[src/rtl/shift_seq_if.sv]
// Request/response handshake bundle between shift_seq and its requester/consumer.
// master = requester side, slave = shift_seq.
interface shift_seq_if #(
   parameter int unsigned WIDTH = 8,
   parameter int unsigned AMT_W = 3
);
   localparam int unsigned OP_W = 3;

   logic             in_valid;
   logic             in_ready;
   logic [OP_W-1:0]  in_op;
   logic [WIDTH-1:0] in_data;
   logic [AMT_W-1:0] in_amount;
   logic             out_valid;
   logic             out_ready;
   logic [WIDTH-1:0] out_data;
   logic             out_err;

   modport master (
      output in_valid, in_op, in_data, in_amount, out_ready,
      input  in_ready, out_valid, out_data, out_err
   );

   modport slave (
      input  in_valid, in_op, in_data, in_amount, out_ready,
      output in_ready, out_valid, out_data, out_err
   );
endinterface

[src/rtl/shift_seq.sv]
// Multi-pass sequencer in front of the 8-bit shifter: builds rotates and arithmetic
// right shifts by ORing up to two shifter passes into an accumulator.
module shift_seq #(
   parameter int unsigned WIDTH = 8,
   parameter int unsigned AMT_W = 3
) (
   input  logic             clk,
   input  logic             clear_n,
   shift_seq_if.slave       bus,
   output logic [WIDTH-1:0] sh_data,
   output logic [AMT_W-1:0] sh_amount,
   output logic             sh_direction,
   input  logic [WIDTH-1:0] sh_result,
   output logic             busy
);
   localparam int unsigned     OP_W   = 3;
   localparam logic [OP_W-1:0] OP_LSL = 3'b000;
   localparam logic [OP_W-1:0] OP_ROL = 3'b010;
   localparam logic [OP_W-1:0] OP_ROR = 3'b011;
   localparam logic [OP_W-1:0] OP_ASR = 3'b100;

   typedef enum logic [1:0] {S_IDLE, S_PASS1, S_PASS2, S_DONE} state_e;

   state_e           state_q, state_d;
   logic [OP_W-1:0]  op_q, op_d;
   logic [WIDTH-1:0] data_q, data_d;
   logic [AMT_W-1:0] amt_q, amt_d;
   logic [WIDTH-1:0] acc_q, acc_d;
   logic [WIDTH-1:0] out_data_q, out_data_d;
   logic             out_valid_q, out_valid_d;
   logic             out_err_q, out_err_d;
   logic [WIDTH-1:0] sh_data_q, sh_data_d;
   logic [AMT_W-1:0] sh_amount_q, sh_amount_d;
   logic             sh_dir_q, sh_dir_d;
   logic             busy_q, busy_d;
   logic [AMT_W:0]   amt_comp;
   logic             two_pass;

   // Next state, accumulator and output register update
   always_comb begin
      state_d     = state_q;
      op_d        = op_q;
      data_d      = data_q;
      amt_d       = amt_q;
      acc_d       = acc_q;
      out_data_d  = out_data_q;
      out_valid_d = out_valid_q;
      out_err_d   = out_err_q;
      two_pass    = 1'b0;

      case (state_q)
         S_IDLE: begin
            if (bus.in_valid) begin
               op_d    = bus.in_op;
               data_d  = bus.in_data;
               amt_d   = bus.in_amount;
               state_d = S_PASS1;
            end
         end
         S_PASS1: begin
            acc_d     = sh_result;
            two_pass  = (amt_q != '0) &&
                        ((op_q == OP_ROL) || (op_q == OP_ROR) ||
                         ((op_q == OP_ASR) && data_q[WIDTH-1]));
            out_err_d = (op_q > OP_ASR);
            state_d   = two_pass ? S_PASS2 : S_DONE;
         end
         S_PASS2: begin
            // ASR pass 2 shifts all-ones right; its complement is the sign fill
            acc_d   = acc_q | ((op_q == OP_ASR) ? ~sh_result : sh_result);
            state_d = S_DONE;
         end
         S_DONE: begin
            // First DONE cycle loads the output register, then hold until taken
            if (!out_valid_q) begin
               out_data_d  = acc_q;
               out_valid_d = 1'b1;
            end else if (bus.out_ready) begin
               out_valid_d = 1'b0;
               out_err_d   = 1'b0;
               state_d     = S_IDLE;
            end
         end
         default: state_d = S_IDLE;
      endcase
   end

   // Shifter drive for the state being entered, so it is registered and valid all pass long
   always_comb begin
      sh_data_d   = '0;
      sh_amount_d = '0;
      sh_dir_d    = 1'b0;
      busy_d      = (state_d != S_IDLE);
      amt_comp    = (AMT_W+1)'(WIDTH) - {1'b0, amt_d};

      case (state_d)
         S_PASS1: begin
            sh_data_d   = data_d;
            sh_amount_d = (op_d > OP_ASR) ? '0 : amt_d;
            sh_dir_d    = (op_d == OP_LSL) || (op_d == OP_ROL);
         end
         S_PASS2: begin
            if (op_d == OP_ASR) begin
               sh_data_d   = '1;
               sh_amount_d = amt_d;
               sh_dir_d    = 1'b0;
            end else begin
               sh_data_d   = data_d;
               sh_amount_d = AMT_W'(amt_comp);
               sh_dir_d    = (op_d == OP_ROR);
            end
         end
         default: ;
      endcase
   end

   always_ff @(posedge clk) begin
      if (!clear_n) begin
         state_q     <= S_IDLE;
         op_q        <= '0;
         data_q      <= '0;
         amt_q       <= '0;
         acc_q       <= '0;
         out_data_q  <= '0;
         out_valid_q <= 1'b0;
         out_err_q   <= 1'b0;
         sh_data_q   <= '0;
         sh_amount_q <= '0;
         sh_dir_q    <= 1'b0;
         busy_q      <= 1'b0;
      end else begin
         state_q     <= state_d;
         op_q        <= op_d;
         data_q      <= data_d;
         amt_q       <= amt_d;
         acc_q       <= acc_d;
         out_data_q  <= out_data_d;
         out_valid_q <= out_valid_d;
         out_err_q   <= out_err_d;
         sh_data_q   <= sh_data_d;
         sh_amount_q <= sh_amount_d;
         sh_dir_q    <= sh_dir_d;
         busy_q      <= busy_d;
      end
   end

   assign bus.in_ready  = clear_n && (state_q == S_IDLE);
   assign bus.out_valid = out_valid_q;
   assign bus.out_data  = out_data_q;
   assign bus.out_err   = out_err_q;
   assign sh_data       = sh_data_q;
   assign sh_amount     = sh_amount_q;
   assign sh_direction  = sh_dir_q;
   assign busy          = busy_q;
endmodule

[src/flat_wrapper.sv]
// flat-port wrapper written by rule: the top's interface ports become plain ports
module shift_seq_flat 
#(
   parameter int unsigned WIDTH = 8,
   parameter int unsigned AMT_W = 3
)
  (clk, clear_n, sh_data, sh_amount, sh_direction, sh_result, busy, bus_in_valid, bus_in_op, bus_in_data, bus_in_amount, bus_out_ready, bus_in_ready, bus_out_valid, bus_out_data, bus_out_err);
  shift_seq_if #(.WIDTH(WIDTH), .AMT_W(AMT_W)) bus_i ();
  input  logic clk;
  input  logic clear_n;
  output logic [WIDTH-1:0] sh_data;
  output logic [AMT_W-1:0] sh_amount;
  output logic sh_direction;
  input  logic [WIDTH-1:0] sh_result;
  output logic busy;
  input wire logic [$bits(bus_i.in_valid)-1:0] bus_in_valid;
  input wire logic [$bits(bus_i.in_op)-1:0] bus_in_op;
  input wire logic [$bits(bus_i.in_data)-1:0] bus_in_data;
  input wire logic [$bits(bus_i.in_amount)-1:0] bus_in_amount;
  input wire logic [$bits(bus_i.out_ready)-1:0] bus_out_ready;
  output wire logic [$bits(bus_i.in_ready)-1:0] bus_in_ready;
  output wire logic [$bits(bus_i.out_valid)-1:0] bus_out_valid;
  output wire logic [$bits(bus_i.out_data)-1:0] bus_out_data;
  output wire logic [$bits(bus_i.out_err)-1:0] bus_out_err;
  assign bus_i.in_valid = bus_in_valid;
  assign bus_i.in_op = bus_in_op;
  assign bus_i.in_data = bus_in_data;
  assign bus_i.in_amount = bus_in_amount;
  assign bus_i.out_ready = bus_out_ready;
  assign bus_in_ready = bus_i.in_ready;
  assign bus_out_valid = bus_i.out_valid;
  assign bus_out_data = bus_i.out_data;
  assign bus_out_err = bus_i.out_err;
  shift_seq #(.WIDTH(WIDTH), .AMT_W(AMT_W)) u_core (.clk(clk), .clear_n(clear_n), .bus(bus_i), .sh_data(sh_data), .sh_amount(sh_amount), .sh_direction(sh_direction), .sh_result(sh_result), .busy(busy));
endmodule
[config.mk]
export PLATFORM = sky130hd
export DESIGN_NAME = shift_seq_flat
export DESIGN_NICKNAME = d
export VERILOG_FILES = /design/src/rtl/shift_seq_if.sv /design/src/rtl/shift_seq.sv /design/src/flat_wrapper.sv
export SDC_FILE = /design/constraint.sdc
export NUM_CORES = 1
export LEC_CHECK = 0
export ABC_CLOCK_PERIOD_IN_PS = 2700
export CORE_MARGIN = 2
export CORE_UTILIZATION = 48
export DETAILED_ROUTE_END_ITERATION = 10
export GPL_TIMING_DRIVEN = 0
export PLACE_DENSITY_LB_ADDON = 0.3
export SYNTH_ARGS = -nofsm -noshare
export SYNTH_HDL_FRONTEND = slang
export SYNTH_SLANG_ARGS = --single-unit
[constraint.sdc]
create_clock -name clk -period 2.7 [get_ports clk]
set_clock_uncertainty 0.1 [all_clocks]
set_input_delay 0.27 -clock clk [delete_from_list [all_inputs] [get_ports clk]]
set_output_delay 0.27 -clock clk [all_outputs]
set_load 0.03 [all_outputs]
==> impl_metrics.json <==
{
  "drc": 0,
  "dr.max_layer_used": "met4",
  "cts_hold_buf": 0,
  "synth.ff_latch_count": 47,
  "grt.total_usage_pct": 19.29,
  "maxCapViolations": 0,
  "antenna_found_initial": 0,
  "power_leakage_nw": 1.145,
  "routedWlPerCell_um": 13.01,
  "comb_power_share_pct": 32.2,
  "synth-seq-area-share_pct": 47.99,
  "rrSetupSlack_ns": 0.16,
  "crit_arrival_ns": 2.67,
  "viasPerCell": 5.046,
  "min_path_cells": 2,
  "grt_pass1_wl_um": 6561,
  "drt_first_iter_violations": 48,
  "worstMarginPinSlew_ns": 0.6162,
  "grt_max_degree": 16,
  "initial_utilization_pct": 49.37,
  "routed_wl_um": 3981,
  "core.rowCount": 23,
  "synth_common_cells": "47 x dfxtp_1, 35 x nor2_1, 20 x mux2i_1",
  "crit_slowest_cell": "or4_1",
  "clockBufferDepth": 2,
  "die_w_um": 67.91,
  "whs_ns": 0.4004,
  "finalCritPeriodShare_pct": 93.91,
  "cts_tree": "built",
  "critPathTopFamily": "simple AND/OR/NAND/NOR gates",
  "switchingPower_mw": 0.6189,
  "hp-start": "u_core.acc_q[1]$_SDFFE_PN0P_",
  "max-slew-margin-rel_pct": 58.64,
  "grt_pass1_vias": 1491,
  "ys.flop_type": "dfxtp_1",
  "synth_most_common_cell": "dfxtp_1",
  "layout.nets": 290,
  "synth.avg_cell_area_um2": 9.852,
  "cts-resized-gates": 0,
  "critPathLaunchType": "flip-flop",
  "critical_path_required_ns": 2.84,
  "seq_area_um2": 942.2,
  "worstSkewPairLatency_ns": 0.30,
  "numCtsBuffers": 5,
  "drive_gt1_share_pct": 8.594,
  "die_y_um": 67.91,
  "wl_met2_um": 1944,
  "hold_violations": 0,
  "drt-pass1-iter-count": 4,
  "path_buf_inv": 0,
  "dp_slack_ns": -0.07388,
  "status": "completed",
  "cts_max_level": 2,
  "clkTransAtPathRegs_ns": 0.09,
  "reg2reg_from": "u_core.state_q[1]$_SDFF_PN0_",
  "rsz0062_at_grt": "no",
  "cts-root-buf": "clkbuf_8",
  "clock-sinks": 47,
  "hold_end": "u_core.bus.out_data[1]$_SDFFE_PN0P_",
  "synthToLayoutAreaGrowth_pct": 34.08,
  "ant_nets": 0,
  "synthTopCellsByArea": "dfxtp_1 48%, mux2i_1 10%, nor2_1 6.7%",
  "finalSetupViolCount": 0,
  "drv_slew": 0,
  "crit_type": "reg -> reg",
  "hold_class": "reg -> reg",
  "wl_met3_um": 179,
  "max_stage_delay_ns": 0.50,
  "layout_setup_ws_ns": 0.1643,
  "clkPwrFrac_pct": 23.9,
  "hpwl_um": 2938,
  "io_buffers": 49,
  "syn_nets": 234,
  "intPower_mw": 1.248,
  "r2r_cells": 9,
  "num_antenna_cells": 0,
  "multiInputGateArea_um2": 968.4,
  "fmax_mhz": 394.4,
  "cts_post_setup_buffers_inserted": 0,
  "ys_types": 36,
  "reg2reg_to": "u_core.sh_amount[2]$_SDFF_PN0_",
  "overflow": 0,
  "yosysWarnings": 0,
  "postSynthCellCount": 199,
  "syn_area_mm2": 0.001961,
  "vias": 1544,
  "ioPinCount": 50,
  "seq_power_share_pct": 43.9,
  "ir_drop_mv": 0.3612,
  "p_sw_share_pct": 33.16,
  "place.gp.congestion": 0.8090,
  "cp_max_fo": 5,
  "fillCellCount": 337,
  "yosysTopAreaCell": "dfxtp_1",
  "post-route-min-period_ns": 2.536,
  "end_kind": "flip-flop",
  "core_mm2": 0.003971,
  "die-area_mm2": 0.004612,
  "synth_edf_count": 0,
  "synth_top_area_share_pct": 47.99,
  "power_density_mw_per_mm2": 710.0,
  "crit_chain": "ha_2 > a21boi_2 > a211oi_2 > a21o_1 > ha_1 > and2_1 > nand2_1 > or4_1 > o211ai_2",
  "wl_met1_um": 1812,
  "async_flop_share_pct": 0
}
## placed cells by master (no fill, tap or decap), types with 5 or more instances in the layout
cell type         n
inv_1             8
and2_1            5
clkbuf_8          6
clkdlybuf4s50_1  49
a21oi_1          12
dfxtp_1          46
clkbuf_1          5
ha_1              8
nor2_1           35
a22oi_1           8
mux2i_1          20
xor2_1            8
nand2_1           5
## logic make-up (layout without fill, tap and decap cells)
group	Yosys count	in the layout	share of synthesized area [%]
AO/OA/AOI/OAI	40	40	14.17
XOR/XNOR	8	8	3.574
adder cells (fa/ha/maj)	9	9	5.744
buffers and inverters	16	73	3.383
flip-flops	47	47	47.99
multiplexers	22	22	11.55
AND/OR/NAND/NOR	57	57	13.59
## how the worst max path moves through the flow
stage | start | to | slack [ns] | cells after the start
finish | u_core.state_q[1]$_SDFF_PN0_ | u_core.sh_amount[2]$_SDFF_PN0_ | 0.16 | 9
global route | u_core.state_q[1]$_SDFF_PN0_ | u_core.sh_amount[2]$_SDFF_PN0_ | 0.04 | 9
CTS | u_core.state_q[0]$_SDFF_PN0_ | u_core.sh_amount[2]$_SDFF_PN0_ | 0.003 | 9
detailed placement | bus_in_valid | u_core.sh_amount[2]$_SDFF_PN0_ | -0.07 | 9
global placement | bus_in_valid | u_core.sh_amount[2]$_SDFF_PN0_ | -0.05 | 9
floorplan | u_core.state_q[0]$_SDFF_PN0_ | u_core.sh_amount[2]$_SDFF_PN0_ | 0.31 | 9
## layout make-up
type	instances	share of cell area [%]
Multi-Input combinational cell	136	36.84
Timing Repair Buffer	49	18.66
Inverter	8	1.142
Buffer	8	1.380
Clock buffer	6	3.141
Tap cell	50	2.380
Clock inverter	2	0.6188
Sequential cell	47	35.84
## sequential cells by signal, indices dropped and copies added, names as in the netlist, 2 cells and up
register,count
u_core.sh_data,8
u_core.state_q,2
u_core.amt_q,3
u_core.sh_amount,3
u_core.acc_q,8
u_core.data_q,8
u_core.op_q,3
u_core.bus.out_data,8
## per-layer routing
metal  track usage [%]  vias up
met5                 0        -
met4             6.750        0
met1             22.60      709
li1                  -      796
met2             33.58       34
met3             5.592        5
## power groups by stage
stage / clock [mW] / combinational, mW / sequential [mW]
floorplan: 0 / 0.347 / 0.888
global placement: 0 / 0.586 / 0.830
detailed placement: 0 / 0.593 / 0.833
CTS: 0.457 / 0.597 / 0.817
global route: 0.489 / 0.668 / 0.829
finish: 0.446 / 0.602 / 0.819
## through the flow
| stage | setup TNS (ns) | power, mW | instance area [um^2] | utilization (%) | instances |
|---|---|---|---|---|---|
| detailed placement | -0.1668 | 1.426 | 2514 | 63.30 | 298 |
| finish | 0 | 1.867 | 2629 | 66.19 | 306 |
| global placement | -0.05709 | 1.416 | 2514 | 63.30 | 298 |
| CTS | 0 | 1.871 | 2613 | 65.78 | 306 |
| floorplan | 0 | 1.236 | 1961 | - | 199 |
| global route | 0 | 1.985 | 2629 | 66.19 | 306 |
## worst register-to-register path, cell delays in order, from the launching register on
cell,delay [ns]
dfxtp_1,0.41
ha_2,0.24
a21boi_2,0.23
a211oi_2,0.11
a21o_1,0.21
ha_1,0.29
and2_1,0.21
nand2_1,0.09
or4_1,0.50
o211ai_2,0.09
Note: power is estimated with default switching activity, not from simulation.
